## src/rtl/instr_fetch_unit.sv

```systemverilog
// rtl/instr_fetch_unit.sv - fetch PC, 2-entry {pc,instr} skid buffer, redirect flush; optional counter under FETCH_PERF_CNT_EN
module instr_fetch_unit #(
   parameter int                    DATA_WIDTH = 32,
   parameter int                    ADDR_WIDTH = 32,
   parameter logic [ADDR_WIDTH-1:0] RESET_PC   = '0
) (
   input  logic                  clk,
   input  logic                  rst_n,
   output logic [ADDR_WIDTH-1:0] instr_addr,
   input  logic [DATA_WIDTH-1:0] instr,
   input  logic                  redirect_valid,
   input  logic [ADDR_WIDTH-1:0] redirect_pc,
   output logic                  out_valid,
   input  logic                  out_ready,
   output logic [ADDR_WIDTH-1:0] out_pc,
   output logic [DATA_WIDTH-1:0] out_instr,
   output logic [31:0]           fetch_count
);

   localparam logic [ADDR_WIDTH-1:0] ALIGN_MASK       = ~ADDR_WIDTH'(3);
   localparam logic [ADDR_WIDTH-1:0] RESET_PC_ALIGNED = RESET_PC & ALIGN_MASK;

   logic [ADDR_WIDTH-1:0] fetch_pc_q, fetch_pc_d;
   logic [1:0]            count_q, count_d;
   logic                  wr_ptr_q, wr_ptr_d;
   logic                  rd_ptr_q, rd_ptr_d;
   logic [ADDR_WIDTH-1:0] pc_mem_q    [2];
   logic [DATA_WIDTH-1:0] instr_mem_q [2];

   logic push;
   logic pop;

   // Memory address comes straight from the PC register; it is always word aligned.
   assign instr_addr = fetch_pc_q;

   // A redirect cycle hides the head so nothing is transferred while the buffer is flushed.
   assign out_valid = (count_q != 2'd0) && !redirect_valid;
   assign pop       = out_valid && out_ready;
   assign push      = !redirect_valid && ((count_q != 2'd2) || pop);

   assign out_pc    = pc_mem_q[rd_ptr_q];
   assign out_instr = instr_mem_q[rd_ptr_q];

   // Next-state for PC, occupancy and pointers; redirect overrides push and pop.
   always_comb begin
      fetch_pc_d = fetch_pc_q;
      count_d    = count_q;
      wr_ptr_d   = wr_ptr_q;
      rd_ptr_d   = rd_ptr_q;
      if (redirect_valid) begin
         fetch_pc_d = redirect_pc & ALIGN_MASK;
         count_d    = 2'd0;
         wr_ptr_d   = 1'b0;
         rd_ptr_d   = 1'b0;
      end else begin
         if (push) begin
            fetch_pc_d = fetch_pc_q + ADDR_WIDTH'(4);
            wr_ptr_d   = ~wr_ptr_q;
         end
         if (pop) begin
            rd_ptr_d = ~rd_ptr_q;
         end
         case ({push, pop})
            2'b10:   count_d = count_q + 2'd1;
            2'b01:   count_d = count_q - 2'd1;
            default: count_d = count_q;
         endcase
      end
   end

   // Control state register with asynchronous clear.
   always_ff @(posedge clk or negedge rst_n) begin
      if (!rst_n) begin
         fetch_pc_q <= RESET_PC_ALIGNED;
         count_q    <= 2'd0;
         wr_ptr_q   <= 1'b0;
         rd_ptr_q   <= 1'b0;
      end else begin
         fetch_pc_q <= fetch_pc_d;
         count_q    <= count_d;
         wr_ptr_q   <= wr_ptr_d;
         rd_ptr_q   <= rd_ptr_d;
      end
   end

   // Buffer payload needs no reset: it is only observed while its entry is counted valid.
   always_ff @(posedge clk) begin
      if (push) begin
         pc_mem_q[wr_ptr_q]    <= fetch_pc_q;
         instr_mem_q[wr_ptr_q] <= instr;
      end
   end

`ifdef FETCH_PERF_CNT_EN
   logic [31:0] fetch_count_q;

   // Delivered-instruction counter; survives redirects, cleared only by reset.
   always_ff @(posedge clk or negedge rst_n) begin
      if (!rst_n) begin
         fetch_count_q <= 32'h0;
      end else if (pop) begin
         fetch_count_q <= fetch_count_q + 32'd1;
      end
   end

   assign fetch_count = fetch_count_q;
`else
   assign fetch_count = 32'h0;
`endif

endmodule

```

## config.mk

```make
export PLATFORM = sky130hd
export DESIGN_NAME = instr_fetch_unit
export DESIGN_NICKNAME = d
export VERILOG_FILES = /design/src/rtl/instr_fetch_unit.sv
export SDC_FILE = /design/constraint.sdc
export NUM_CORES = 1
export LEC_CHECK = 0
export BUFFER_PORTS_ARGS = -buffer_cell sky130_fd_sc_hd__buf_2
export CAP_MARGIN = 20
export CORE_AREA = 2 2 135 124
export DETAILED_ROUTE_END_ITERATION = 16
export DIE_AREA = 0 0 137 126
export GPL_ROUTABILITY_DRIVEN = 1
export GPL_TIMING_DRIVEN = 0
export PLACE_DENSITY = 0.81
export SYNTH_ARGS = -nofsm -noshare
export SYNTH_HDL_FRONTEND = slang
export SYNTH_SLANG_ARGS = --single-unit
```

## constraint.sdc

```tcl
create_clock -name clk -period 6.14 [get_ports clk]
set_input_delay 0.307 -clock clk [delete_from_list [all_inputs] [get_ports clk]]
set_output_delay 0.307 -clock clk [all_outputs]
set_load 0.01 [all_outputs]
```

==> reports/qor.json, run 1 <==
{
  "routing": {
    "post_dr_vias_cell": 5.00,
    "wl_per_cell_um": 16.6,
    "dr.pass1.iters": 4,
    "drc": 0,
    "drt-total-wl_mm": 15.2,
    "dr_total_vias": 4557,
    "detailedRoute.firstIterationViolations": 262,
    "final_antenna_net_count": 0
  },
  "synthesis": {
    "yosysWarningCount": 0,
    "synth.top_cell.area_share_pct": 55.2,
    "number_of_enable_flip_flop_cells_after_synthesis": 124,
    "yosys_most_used_dff": "sky130_fd_sc_hd__edfxtp_1",
    "yosysTopAreaCell": "sky130_fd_sc_hd__edfxtp_1",
    "asyncSetResetFlopFracSynth_pct": 21.5,
    "syn_avg_cell_area_sq_um": 14.5,
    "synth_area_sq_um": 6740,
    "ys_top_cells_by_area": "sky130_fd_sc_hd__edfxtp_1 (55%), sky130_fd_sc_hd__dfrtp_1 (13%), sky130_fd_sc_hd__mux2_2 (10%), sky130_fd_sc_hd__buf_4 (4.0%), sky130_fd_sc_hd__or4_1 (1.8%)",
    "synth.cells.most_frequent": "sky130_fd_sc_hd__edfxtp_1 (124), sky130_fd_sc_hd__mux2_2 (62), sky130_fd_sc_hd__buf_4 (36)",
    "synth_cell_type_count": 43,
    "most_frequent_cell_after_synthesis": "sky130_fd_sc_hd__edfxtp_1",
    "synthesis.instances": 465,
    "synth.yosys.seq_area_share_pct": 67.9,
    "synth.ff_latch_count": 158
  },
  "power": {
    "max-vdd-ir-drop_uv": 212,
    "p_sw_share_pct": 26.7,
    "power_frac_clock_pct": 37.1,
    "share_seq_of_total_power_pct": 47.9,
    "design_power_total_mw": 2.75,
    "switchingPower_mw": 0.733,
    "power.internal_mw": 2.02,
    "p_leak_nw": 3.43,
    "p_per_area_nw_per_um2": 318,
    "combinationalPowerShare_pct": 15.1
  },
  "floorplanning": {
    "start_util_pct": 42.5,
    "fp.dieH_um": 126,
    "pin_count": 197,
    "coreArea_sq_um": 15900,
    "area_of_the_die_sq_um": 17300,
    "fp-row-count": 44,
    "die-width_um": 137
  },
  "sta": {
    "finalWorstSetupSlack_ps": 3490,
    "highest_attainable_clock_frequency_mhz": 378,
    "worst_rel_slew_slack_pct": 46.5,
    "worst-slew-pin-transition_ps": 803,
    "fin_setup_tns_ps": 0,
    "min_period_over_period_pct": 43.1,
    "post-route-min-period_ps": 2650,
    "setup_repair_after_global_routing_missed_its_margin": "no",
    "finalSetupViolCount": 0,
    "final_hold_vio_count": 0,
    "timing.clock.skew_ps": 12.0,
    "slew_limit_fails": 0
  },
  "placed_design": {
    "place_ws_ps": 3710,
    "place.gp.congestion": 0.809,
    "place_hpwl_mm": 10.9,
    "placement.cell_area_sq_um": 8060,
    "port-buffer-count": 158
  },
  "cells_and_area": {
    "synthToLayoutAreaGrowth_pct": 28.4,
    "design.final.nets": 759,
    "fraction_of_layout_instances_using_a_drive_strength_above_1_pct": 43.5,
    "design_area_sq_um": 8650
  },
  "worst_setup_path": {
    "timing.rr.end": "instr_mem_q[0][0]",
    "worst-endpoint-arrival_ps": 2340,
    "worst_setup_sp_type": "register",
    "cp_data_required_time_ps": 5830,
    "timing.critical_path.fanout_max": 10,
    "cp-end-kind": "primary output",
    "reg2regPathDepth": 7,
    "reg2reg_setup_slack_ps": 3750,
    "reg2reg_from": "count_q[0]",
    "timing_worst_setup_path_type": "reg -> out"
  },
  "cts": {
    "clockRootBuffer": "sky130_fd_sc_hd__clkbuf_16",
    "cts-buffers-inserted": 17,
    "postCtsHoldBufs": 1,
    "postCtsSetupBuffers": 0,
    "clock_sinks": 158,
    "clock_insertion_delay_worst_skew_ps": 430,
    "cts.path.max_buffers": 2,
    "clock_tree_from_tritoncts": "done",
    "htree_levels": 4,
    "post_cts_resize_count": 0,
    "worst_setup_hold_path_clk_slew_ps": 70
  },
  "worst_hold_path": {
    "worst_hold_startpoint": "instr[20]",
    "hold_end": "instr_mem_q[1][20]",
    "min_path_cells": 1,
    "worst_hold_class": "in -> reg"
  },
  "global_routing": {
    "globalRouteTotalUtil_pct": 17.9,
    "antenna_found_initial": 3,
    "grt_start_max_net_pins": 35,
    "grt-ovfl-total": 0,
    "first_global_vias": 4474,
    "first_pass_grt_wire_length_mm": 23.3
  },
  "flow_run": {
    "max_cap_viols": 0
  },
  "outcome": {
    "run_status": "finished clean"
  }
}
-- area by class of cell --
| type | instances | area (sq um) |
|---|---|---|
| diodes | 2 | 5.00 |
| repair buffers | 171 | 925 |
| clock inverters | 13 | 119 |
| fillers | 1354 | 7200 |
| inverters | 5 | 18.8 |
| well taps | 207 | 259 |
| clock buffers | 19 | 464 |
| flip-flops and latches | 158 | 4570 |
| multi-input cells | 280 | 1940 |
| plain buffers | 57 | 352 |
-- how the worst max path moves through the flow --
stage	slack, ps	cells after the start	endpoint	startpoint
3_3_place_gp	-2890	4	instr_mem_q[1][31]	count_q[0]
5_1_grt	3280	4	out_pc[18]	rd_ptr_q
6_report	3490	4	out_pc[18]	rd_ptr_q
2_1_floorplan	210	4	instr_mem_q[1][0]	count_q[0]
4_1_cts	3360	4	out_instr[27]	rd_ptr_q
3_5_place_dp	3710	7	instr_mem_q[0][4]	redirect_valid
-- cells in the final DEF, fill, tap and decap left out, types with 9 or more instances in the layout --
| cell | count |
|---|---|
| sky130_fd_sc_hd__nand2_1 | 24 |
| sky130_fd_sc_hd__mux2_2 | 62 |
| sky130_fd_sc_hd__o21ai_0 | 16 |
| sky130_fd_sc_hd__buf_2 | 160 |
| sky130_fd_sc_hd__dfrtp_1 | 34 |
| sky130_fd_sc_hd__clkbuf_16 | 18 |
| sky130_fd_sc_hd__nor2_1 | 27 |
| sky130_fd_sc_hd__clkbuf_1 | 14 |
| sky130_fd_sc_hd__edfxtp_1 | 124 |
| sky130_fd_sc_hd__o31ai_1 | 14 |
| sky130_fd_sc_hd__conb_1 | 36 |
| sky130_fd_sc_hd__buf_6 | 9 |
| sky130_fd_sc_hd__or4_1 | 16 |
| sky130_fd_sc_hd__buf_4 | 39 |
| sky130_fd_sc_hd__nand3_1 | 9 |
| sky130_fd_sc_hd__a31oi_1 | 17 |
-- sequential cells by signal, indices dropped and copies added, names as in the netlist --
register and flops:
instr_mem_q 64, pc_mem_q 60, instr_addr 30, rd_ptr_q 1
count_q 2, wr_ptr_q 1
-- stage by stage --
stage | util, % | instances | hold WS, ps
CTS | 54.6 | 910 | 45.9
detailed placement | 50.8 | 877 | 429
global route | 54.6 | 912 | 38.6
global placement | 50.0 | 865 | 424
finish | 54.6 | 912 | 64.7
floorplan | - | 500 | 11.4
-- power by group through the flow --
stage | Sequential [mW] | Combinational [mW] | Clock, mW
floorplan | 1.34 | 0.237 | 0
global placement | 1.35 | 0.393 | 0
detailed placement | 1.34 | 0.416 | 0
CTS | 1.32 | 0.420 | 1.04
global route | 1.33 | 0.454 | 1.09
finish | 1.32 | 0.414 | 1.02
-- critical path: stages (launching register included) --
cell,delay (ps)
sky130_fd_sc_hd__dfrtp_1,320
sky130_fd_sc_hd__clkbuf_1,420
sky130_fd_sc_hd__buf_1,620
sky130_fd_sc_hd__mux2_2,420
sky130_fd_sc_hd__buf_2,140
-- cell families (layout without fill, tap and decap cells) --
| logic type | count (synthesis) | after routing | share of synthesized area (%) |
|---|---|---|---|
| multiplexers | 63 | 63 | 10.5 |
| XOR/XNOR | 12 | 12 | 1.56 |
| AO/OA/AOI/OAI | 63 | 63 | 6.14 |
| buffers and inverters | 62 | 265 | 5.49 |
| AND/OR/NAND/NOR | 105 | 105 | 8.20 |
| adder cells (fa/ha/maj) | 1 | 1 | 0.186 |
| other | 1 | 38 | 0.0556 |
| flip-flops | 158 | 158 | 67.9 |
-- routing by layer --
layer,global-route usage (%),share of wire (%)
met5,0,0.072
met2,29.1,48
met3,7.17,8.2
met1,21.4,41
met4,6.73,2.0
Power figures use the tool's default switching activity.
==> run 2: changes to the inputs <==
Clock period 6.14 ns to 2.4 ns, I/O delays scaled along.
==> run 2 against run 1 <==
- global-route usage grew 0.58 points
- die area is the same
- worst setup slack got worse by 3300 ps
- via count rose by 6.6%
- critical path depth increased by 2
- register-to-register slack worse by 3600 ps
- hold slack improved by 24 ps
- critical endpoint is now instr_addr[31]
- largest power group unchanged
- non-clock buffer count rose by 62
- routed wire length is 4.5% higher
==> reports/qor.json, run 2 (same netlist as run 1, synthesis figures left out) <==
{
  "cells_and_area": {
    "seq_area_sq_um": 4570,
    "largest-register": "instr_mem_q",
    "design.final.nets": 821,
    "fraction_of_layout_instances_using_a_drive_strength_above_1_pct": 41.0,
    "synthToLayoutAreaGrowth_pct": 37.9,
    "fill_cell_instance_count_of_the_final_layout": 1271,
    "design_area_sq_um": 9300,
    "number_of_flip_flops_under_the_largest_register_name": 64,
    "multiInputGateArea_sq_um": 1950,
    "antenna_cells_inserted": 0,
    "most-common-layout-cells": "sky130_fd_sc_hd__buf_2 (164), sky130_fd_sc_hd__edfxtp_1 (124), sky130_fd_sc_hd__dlygate4sd3_1 (63), sky130_fd_sc_hd__mux2_2 (62), sky130_fd_sc_hd__buf_4 (42)",
    "mostFrequentLayoutCell": "sky130_fd_sc_hd__buf_2"
  },
  "worst_hold_path": {
    "worst_hold_startpoint": "out_ready",
    "min_path_cells": 3,
    "worst_hold_class": "in -> reg",
    "hold_end": "count_q[0]"
  },
  "routing": {
    "drt-total-wl_mm": 15.9,
    "dr.pass1.iters": 5,
    "final_antenna_net_count": 0,
    "drc": 0,
    "wl_per_cell_um": 16.3,
    "post_dr_vias_cell": 5.00,
    "dr_total_vias": 4857,
    "detailedRoute.firstIterationViolations": 258
  },
  "floorplanning": {
    "start_util_pct": 42.5,
    "area_of_the_die_sq_um": 17300,
    "coreArea_sq_um": 15900,
    "pin_count": 197,
    "die-width_um": 137,
    "fp.dieH_um": 126,
    "fp-row-count": 44
  },
  "cts": {
    "cts.path.max_buffers": 2,
    "clockRootBuffer": "sky130_fd_sc_hd__clkbuf_16",
    "clock_tree_from_tritoncts": "done",
    "worst_setup_hold_path_clk_slew_ps": 70,
    "cts-buffers-inserted": 17,
    "clock_insertion_delay_worst_skew_ps": 430,
    "htree_levels": 4,
    "clock_sinks": 158
  },
  "sta": {
    "holdWs_ps": 88.9,
    "slew_limit_fails": 0,
    "worst-slew-pin-transition_ps": 929,
    "worst_rel_slew_slack_pct": 37.9,
    "final_hold_vio_count": 0,
    "min_period_over_period_pct": 93.1,
    "highest_attainable_clock_frequency_mhz": 447,
    "setup_repair_after_global_routing_missed_its_margin": "no",
    "timing.clock.skew_ps": 12.8,
    "post-route-min-period_ps": 2240,
    "finalSetupViolCount": 0
  },
  "global_routing": {
    "globalRouteTotalUtil_pct": 18.5,
    "first_global_vias": 4698,
    "grt_start_max_net_pins": 35,
    "first_pass_grt_wire_length_mm": 24.2,
    "grt-ovfl-total": 0,
    "antenna_found_initial": 0
  },
  "worst_setup_path": {
    "cp_data_required_time_ps": 2690,
    "reg2reg_setup_slack_ps": 160,
    "worst_setup_sp_type": "register",
    "timing.critical_path.fanout_max": 10,
    "reg2reg_from": "instr_addr[7]",
    "timing_worst_setup_path_type": "reg -> reg",
    "timing.rr.end": "instr_addr[31]",
    "worst-endpoint-arrival_ps": 2520,
    "worst_path_max_delay_cell": "sky130_fd_sc_hd__or4_1",
    "crit_path_cell_trace": "nand4_1 -> or4_1 -> buf_2 -> buf_2 -> o41ai_1 -> a31oi_1",
    "reg2regPathDepth": 6,
    "cp-end-kind": "register",
    "crit_path_top_cell_by_count": "sky130_fd_sc_hd__buf_2",
    "critPathMaxStageDelay_ps": 540
  },
  "placed_design": {
    "place_hpwl_mm": 10.6,
    "place.gp.congestion": 0.830,
    "port-buffer-count": 158,
    "placement.cell_area_sq_um": 8060
  },
  "power": {
    "design_power_total_mw": 7.04,
    "p_per_area_nw_per_um2": 758,
    "p_leak_nw": 3.70,
    "max-vdd-ir-drop_uv": 543
  },
  "outcome": {
    "run_status": "finished clean"
  },
  "flow_run": {
    "max_cap_viols": 0
  }
}
## run 2: worst max path at each step
stage	startpoint	endpoint	slack, ps	cells past startpoint
after floorplan	count_q[0]	instr_mem_q[1][0]	-350	4
after global placement	redirect_valid	instr_mem_q[1][5]	-1330	4
after detailed placement	redirect_valid	instr_mem_q[1][23]	-20	6
after CTS	count_q[0]	instr_mem_q[1][31]	20	6
after global routing	instr_addr[3]	instr_addr[30]	20	6
final	instr_addr[7]	instr_addr[31]	160	6
## run 2: cell type report
class / instances / share of cell area [%]
buffer: 57 / 3.97
clock buffer: 17 / 4.58
clock inverter: 15 / 1.39
inverter: 5 / 0.202
multi-input combinational: 280 / 21.0
sequential: 158 / 49.2
tap: 207 / 2.79
timing repair buffer: 233 / 16.9
## run 2: worst max-delay path, delay by kind of cell (launching register included)
family          cells  cell delay [ps]
simple gates        2              690
buf+inv             2              390
flops               1              490
compound gates      2              530
## run 2: layer usage
layer	vias up	wire length, um	GRT usage [%]	share of wire (%)
li1	2288	-	-	-
met1	2334	6410	22.7	40
met2	216	7960	31.5	50
met3	19	1290	5.80	8.1
met4	0	203	4.97	1.3
met5	-	0	0	0
## run 2: power by group
group	switching, mW	leakage (nW)	total [mW]	internal (mW)
registers	0.147	1.55	3.37	3.23
clock network	1.15	0.264	2.50	1.35
logic	0.598	1.89	1.16	0.567
total	1.90	3.70	7.04	5.15
## run 2: per-stage QoR
| stage | util [%] | setup TNS, ps | worst slack (ps) | std cells |
|---|---|---|---|---|
| floorplan | - | -34280 | -354 | 500 |
| global placement | 50.2 | -159370 | -1330 | 865 |
| detailed placement | 50.8 | -481 | -21.5 | 871 |
| CTS | 58.4 | 0 | 16.2 | 966 |
| global route | 58.6 | 0 | 16.4 | 972 |
| finish | 58.6 | 0 | 165 | 972 |
## run 2: repair_timing
item / CTS / global route
resized for setup: 6 / 0
setup endpoints to repair: 65 / 19
setup buffers: 0 / 6
hold buffers: 63 / 0
hold endpoints to repair: 128 / 0
pin swaps: 1 / 1
==> run 3: changes to the inputs <==
Settings changed: ABC_AREA set to 1, CORE_AREA 2 2 135 124 to 2 2 140 128, DIE_AREA 0 0 137 126 to 0 0 142 130.
==> run 3 against run 2 <==
- global-route usage grew 1.7 points
- first-iteration DRC count is 17% higher
- total power rose by 33%
- routed wire length is 18% higher
- critical path depth increased by 3
- count of clock-buffer cells in the layout rose by 1
- combinational power up 110%
- clock skew increased by 3.2 ps
- sequential power increased by 20%
==> reports/qor.json, run 3 <==
{
  "outcome": {
    "run_status": "finished clean"
  },
  "power": {
    "switchingPower_mw": 3.01,
    "power_frac_clock_pct": 30.6,
    "p_leak_nw": 4.13,
    "max-vdd-ir-drop_uv": 519,
    "p_sw_share_pct": 32.1,
    "power.internal_mw": 6.38,
    "combinationalPowerShare_pct": 26.3,
    "design_power_total_mw": 9.39,
    "p_per_area_nw_per_um2": 968,
    "share_seq_of_total_power_pct": 43.1
  },
  "synthesis": {
    "synth.ff_latch_count": 158,
    "synthesis.instances": 616,
    "synth_cell_type_count": 33,
    "synth.top_cell.area_share_pct": 51.6,
    "number_of_enable_flip_flop_cells_after_synthesis": 124,
    "asyncSetResetFlopFracSynth_pct": 21.5,
    "synth_area_sq_um": 7220,
    "most_frequent_cell_after_synthesis": "sky130_fd_sc_hd__nand2_1",
    "yosys_most_used_dff": "sky130_fd_sc_hd__edfxtp_1",
    "yosysTopAreaCell": "sky130_fd_sc_hd__edfxtp_1",
    "yosysWarningCount": 0,
    "synth.yosys.seq_area_share_pct": 63.4,
    "ys_top_cells_by_area": "sky130_fd_sc_hd__edfxtp_1 (52%), sky130_fd_sc_hd__dfrtp_1 (12%), sky130_fd_sc_hd__mux2_2 (9.7%), sky130_fd_sc_hd__nand2_1 (8.6%), sky130_fd_sc_hd__buf_4 (3.8%)",
    "syn_avg_cell_area_sq_um": 11.7,
    "synth.cells.most_frequent": "sky130_fd_sc_hd__nand2_1 (165), sky130_fd_sc_hd__edfxtp_1 (124), sky130_fd_sc_hd__mux2_2 (62)"
  },
  "floorplanning": {
    "fp-row-count": 46,
    "die-width_um": 142,
    "area_of_the_die_sq_um": 18500,
    "pin_count": 197,
    "start_util_pct": 41.9,
    "coreArea_sq_um": 17200,
    "fp.dieH_um": 130
  },
  "sta": {
    "min_period_over_period_pct": 92.8,
    "fin_setup_tns_ps": 0,
    "timing.clock.skew_ps": 15.9,
    "worst-slew-pin-transition_ps": 858,
    "post-route-min-period_ps": 2230,
    "slew_limit_fails": 0,
    "finalSetupViolCount": 0,
    "highest_attainable_clock_frequency_mhz": 449,
    "finalWorstSetupSlack_ps": 173,
    "final_hold_vio_count": 0,
    "setup_repair_after_global_routing_missed_its_margin": "no",
    "worst_rel_slew_slack_pct": 42.8
  },
  "cells_and_area": {
    "number_of_flip_flops_under_the_largest_register_name": 64,
    "fraction_of_layout_instances_using_a_drive_strength_above_1_pct": 38.3,
    "antenna_cells_inserted": 0,
    "synthToLayoutAreaGrowth_pct": 34.4,
    "design.final.nets": 962,
    "largest-register": "instr_mem_q",
    "mostFrequentLayoutCell": "sky130_fd_sc_hd__buf_2",
    "most-common-layout-cells": "sky130_fd_sc_hd__buf_2 (167), sky130_fd_sc_hd__nand2_1 (164), sky130_fd_sc_hd__edfxtp_1 (124), sky130_fd_sc_hd__mux2_2 (62), sky130_fd_sc_hd__dlygate4sd3_1 (59)",
    "fin_cells": 1122
  },
  "worst_setup_path": {
    "cp-end-kind": "register",
    "timing_worst_setup_path_type": "reg -> reg",
    "reg2regPathDepth": 9,
    "worst-endpoint-arrival_ps": 2250,
    "timing.critical_path.fanout_max": 14,
    "worst_setup_sp_type": "register",
    "cp_data_required_time_ps": 2430
  },
  "routing": {
    "detailedRoute.firstIterationViolations": 301,
    "dr_total_vias": 5324,
    "drt-total-wl_mm": 18.8,
    "dr.pass1.iters": 5,
    "wl_per_cell_um": 16.7,
    "post_dr_vias_cell": 4.75,
    "drc": 0,
    "final_antenna_net_count": 0
  },
  "flow_run": {
    "max_cap_viols": 0
  },
  "placed_design": {
    "port-buffer-count": 158,
    "place.gp.congestion": 0.906,
    "place_hpwl_mm": 12.3,
    "place_ws_ps": -252,
    "numPlacedInstances": 1027
  },
  "global_routing": {
    "grt_start_max_net_pins": 36,
    "globalRouteTotalUtil_pct": 20.2,
    "first_global_vias": 5186,
    "first_pass_grt_wire_length_mm": 27.9,
    "grt-ovfl-total": 0,
    "antenna_found_initial": 0
  },
  "cts": {
    "clock_sinks": 158,
    "cts.path.max_buffers": 2,
    "clockRootBuffer": "sky130_fd_sc_hd__clkbuf_16",
    "clock_tree_from_tritoncts": "done",
    "cts-buffers-inserted": 17,
    "worst_setup_hold_path_clk_slew_ps": 60,
    "clock_insertion_delay_worst_skew_ps": 430,
    "htree_levels": 4
  },
  "worst_hold_path": {
    "min_path_cells": 3,
    "worst_hold_class": "in -> reg"
  }
}
-- run 3: cell types whose count changed after synthesis, moves of 14 or more --
cell                      delta
sky130_fd_sc_hd__nand3_1    +32
sky130_fd_sc_hd__or4_1      -16
sky130_fd_sc_hd__a31oi_1    -16
sky130_fd_sc_hd__nand2_1   +141
sky130_fd_sc_hd__o31ai_1    -14
sky130_fd_sc_hd__inv_1      +26
-- run 3: metal layers --
layer | part of all wire (%) | vias to the layer above | GRT usage (%)
met5 | 0 | - | 0
met4 | 1.2 | 0 | 5.88
met3 | 8.3 | 20 | 6.17
met2 | 48 | 227 | 34.2
met1 | 42 | 2506 | 25.4
li1 | - | 2571 | -
-- run 3: kinds of logic (layout without fill, tap and decap cells) --
logic type | Yosys count | after routing | share of synthesized area [%]
AO/OA/AOI/OAI | 21 | 21 | 1.70
flip-flops | 158 | 158 | 63.4
buffers and inverters | 89 | 344 | 7.19
adder cells (fa/ha/maj) | 1 | 1 | 0.173
AND/OR/NAND/NOR | 275 | 275 | 16.7
XOR/XNOR | 9 | 9 | 1.09
multiplexers | 62 | 62 | 9.67
other | 1 | 36 | 0.0520
-- run 3: worst max-delay path, stage by stage, from the launching register on --
cell                         delay, ps
sky130_fd_sc_hd__dfrtp_1           420
sky130_fd_sc_hd__inv_1             100
sky130_fd_sc_hd__nand2_2            80
sky130_fd_sc_hd__nand3_2            80
sky130_fd_sc_hd__nand3_2           120
sky130_fd_sc_hd__nand2_4           130
sky130_fd_sc_hd__inv_4              60
sky130_fd_sc_hd__buf_4             180
sky130_fd_sc_hd__nand2_1           210
sky130_fd_sc_hd__clkinvlp_4        450
-- run 3: final timing paths --
| path | to | slack [ps] | start |
|---|---|---|---|
| max reg2reg | pc_mem_q[1][14] | 170 | count_q[1] |
| max in group asynchronous | instr_addr[24] | 1500 | rst_n |
| min | instr_addr[8] | 20 | redirect_pc[8] |
| min in group asynchronous | instr_addr[11] | 350 | rst_n |
| min reg2reg | count_q[1] | 540 | count_q[1] |
| max | pc_mem_q[1][14] | 170 | count_q[1] |
-- run 3: area by class of cell --
| type | count | area, sq um |
|---|---|---|
| repair buffers | 221 | 1440 |
| inverters | 37 | 151 |
| flip-flops and latches | 158 | 4570 |
| well taps | 216 | 270 |
| fillers | 1409 | 7500 |
| repair inverters | 2 | 15.0 |
| multi-input cells | 404 | 2260 |
| plain buffers | 52 | 375 |
| clock buffers | 18 | 429 |
| clock inverters | 14 | 194 |
-- run 3: power groups by stage --
stage	clock network [mW]	logic, mW	registers [mW]
after floorplan	0	1.42	4.02
after global placement	0	2.27	4.08
after detailed placement	0	2.35	4.10
after CTS	2.92	2.48	4.04
after global routing	3.03	2.71	4.11
final	2.87	2.47	4.04
-- run 3: timing repair --
action                                 in CTS  in global routing
endpoints found under the hold margin     124                  0
setup endpoints to repair                  96                 14
hold buffers                               59                  0
resized for setup                           1                  2
gates cloned                                2                  0
buffers inserted                            2                  0
-- run 3: through the flow --
stage | hold slack [ps] | instance area, sq um | util, %
6_report | 23.1 | 9700 | 56.4
5_1_grt | 19.8 | 9700 | 56.4
4_1_cts | 6.94 | 9700 | 56.4
3_5_place_dp | 268 | 8460 | 49.1
3_3_place_gp | 260 | 8420 | 48.9
2_1_floorplan | -176 | 7360 | -
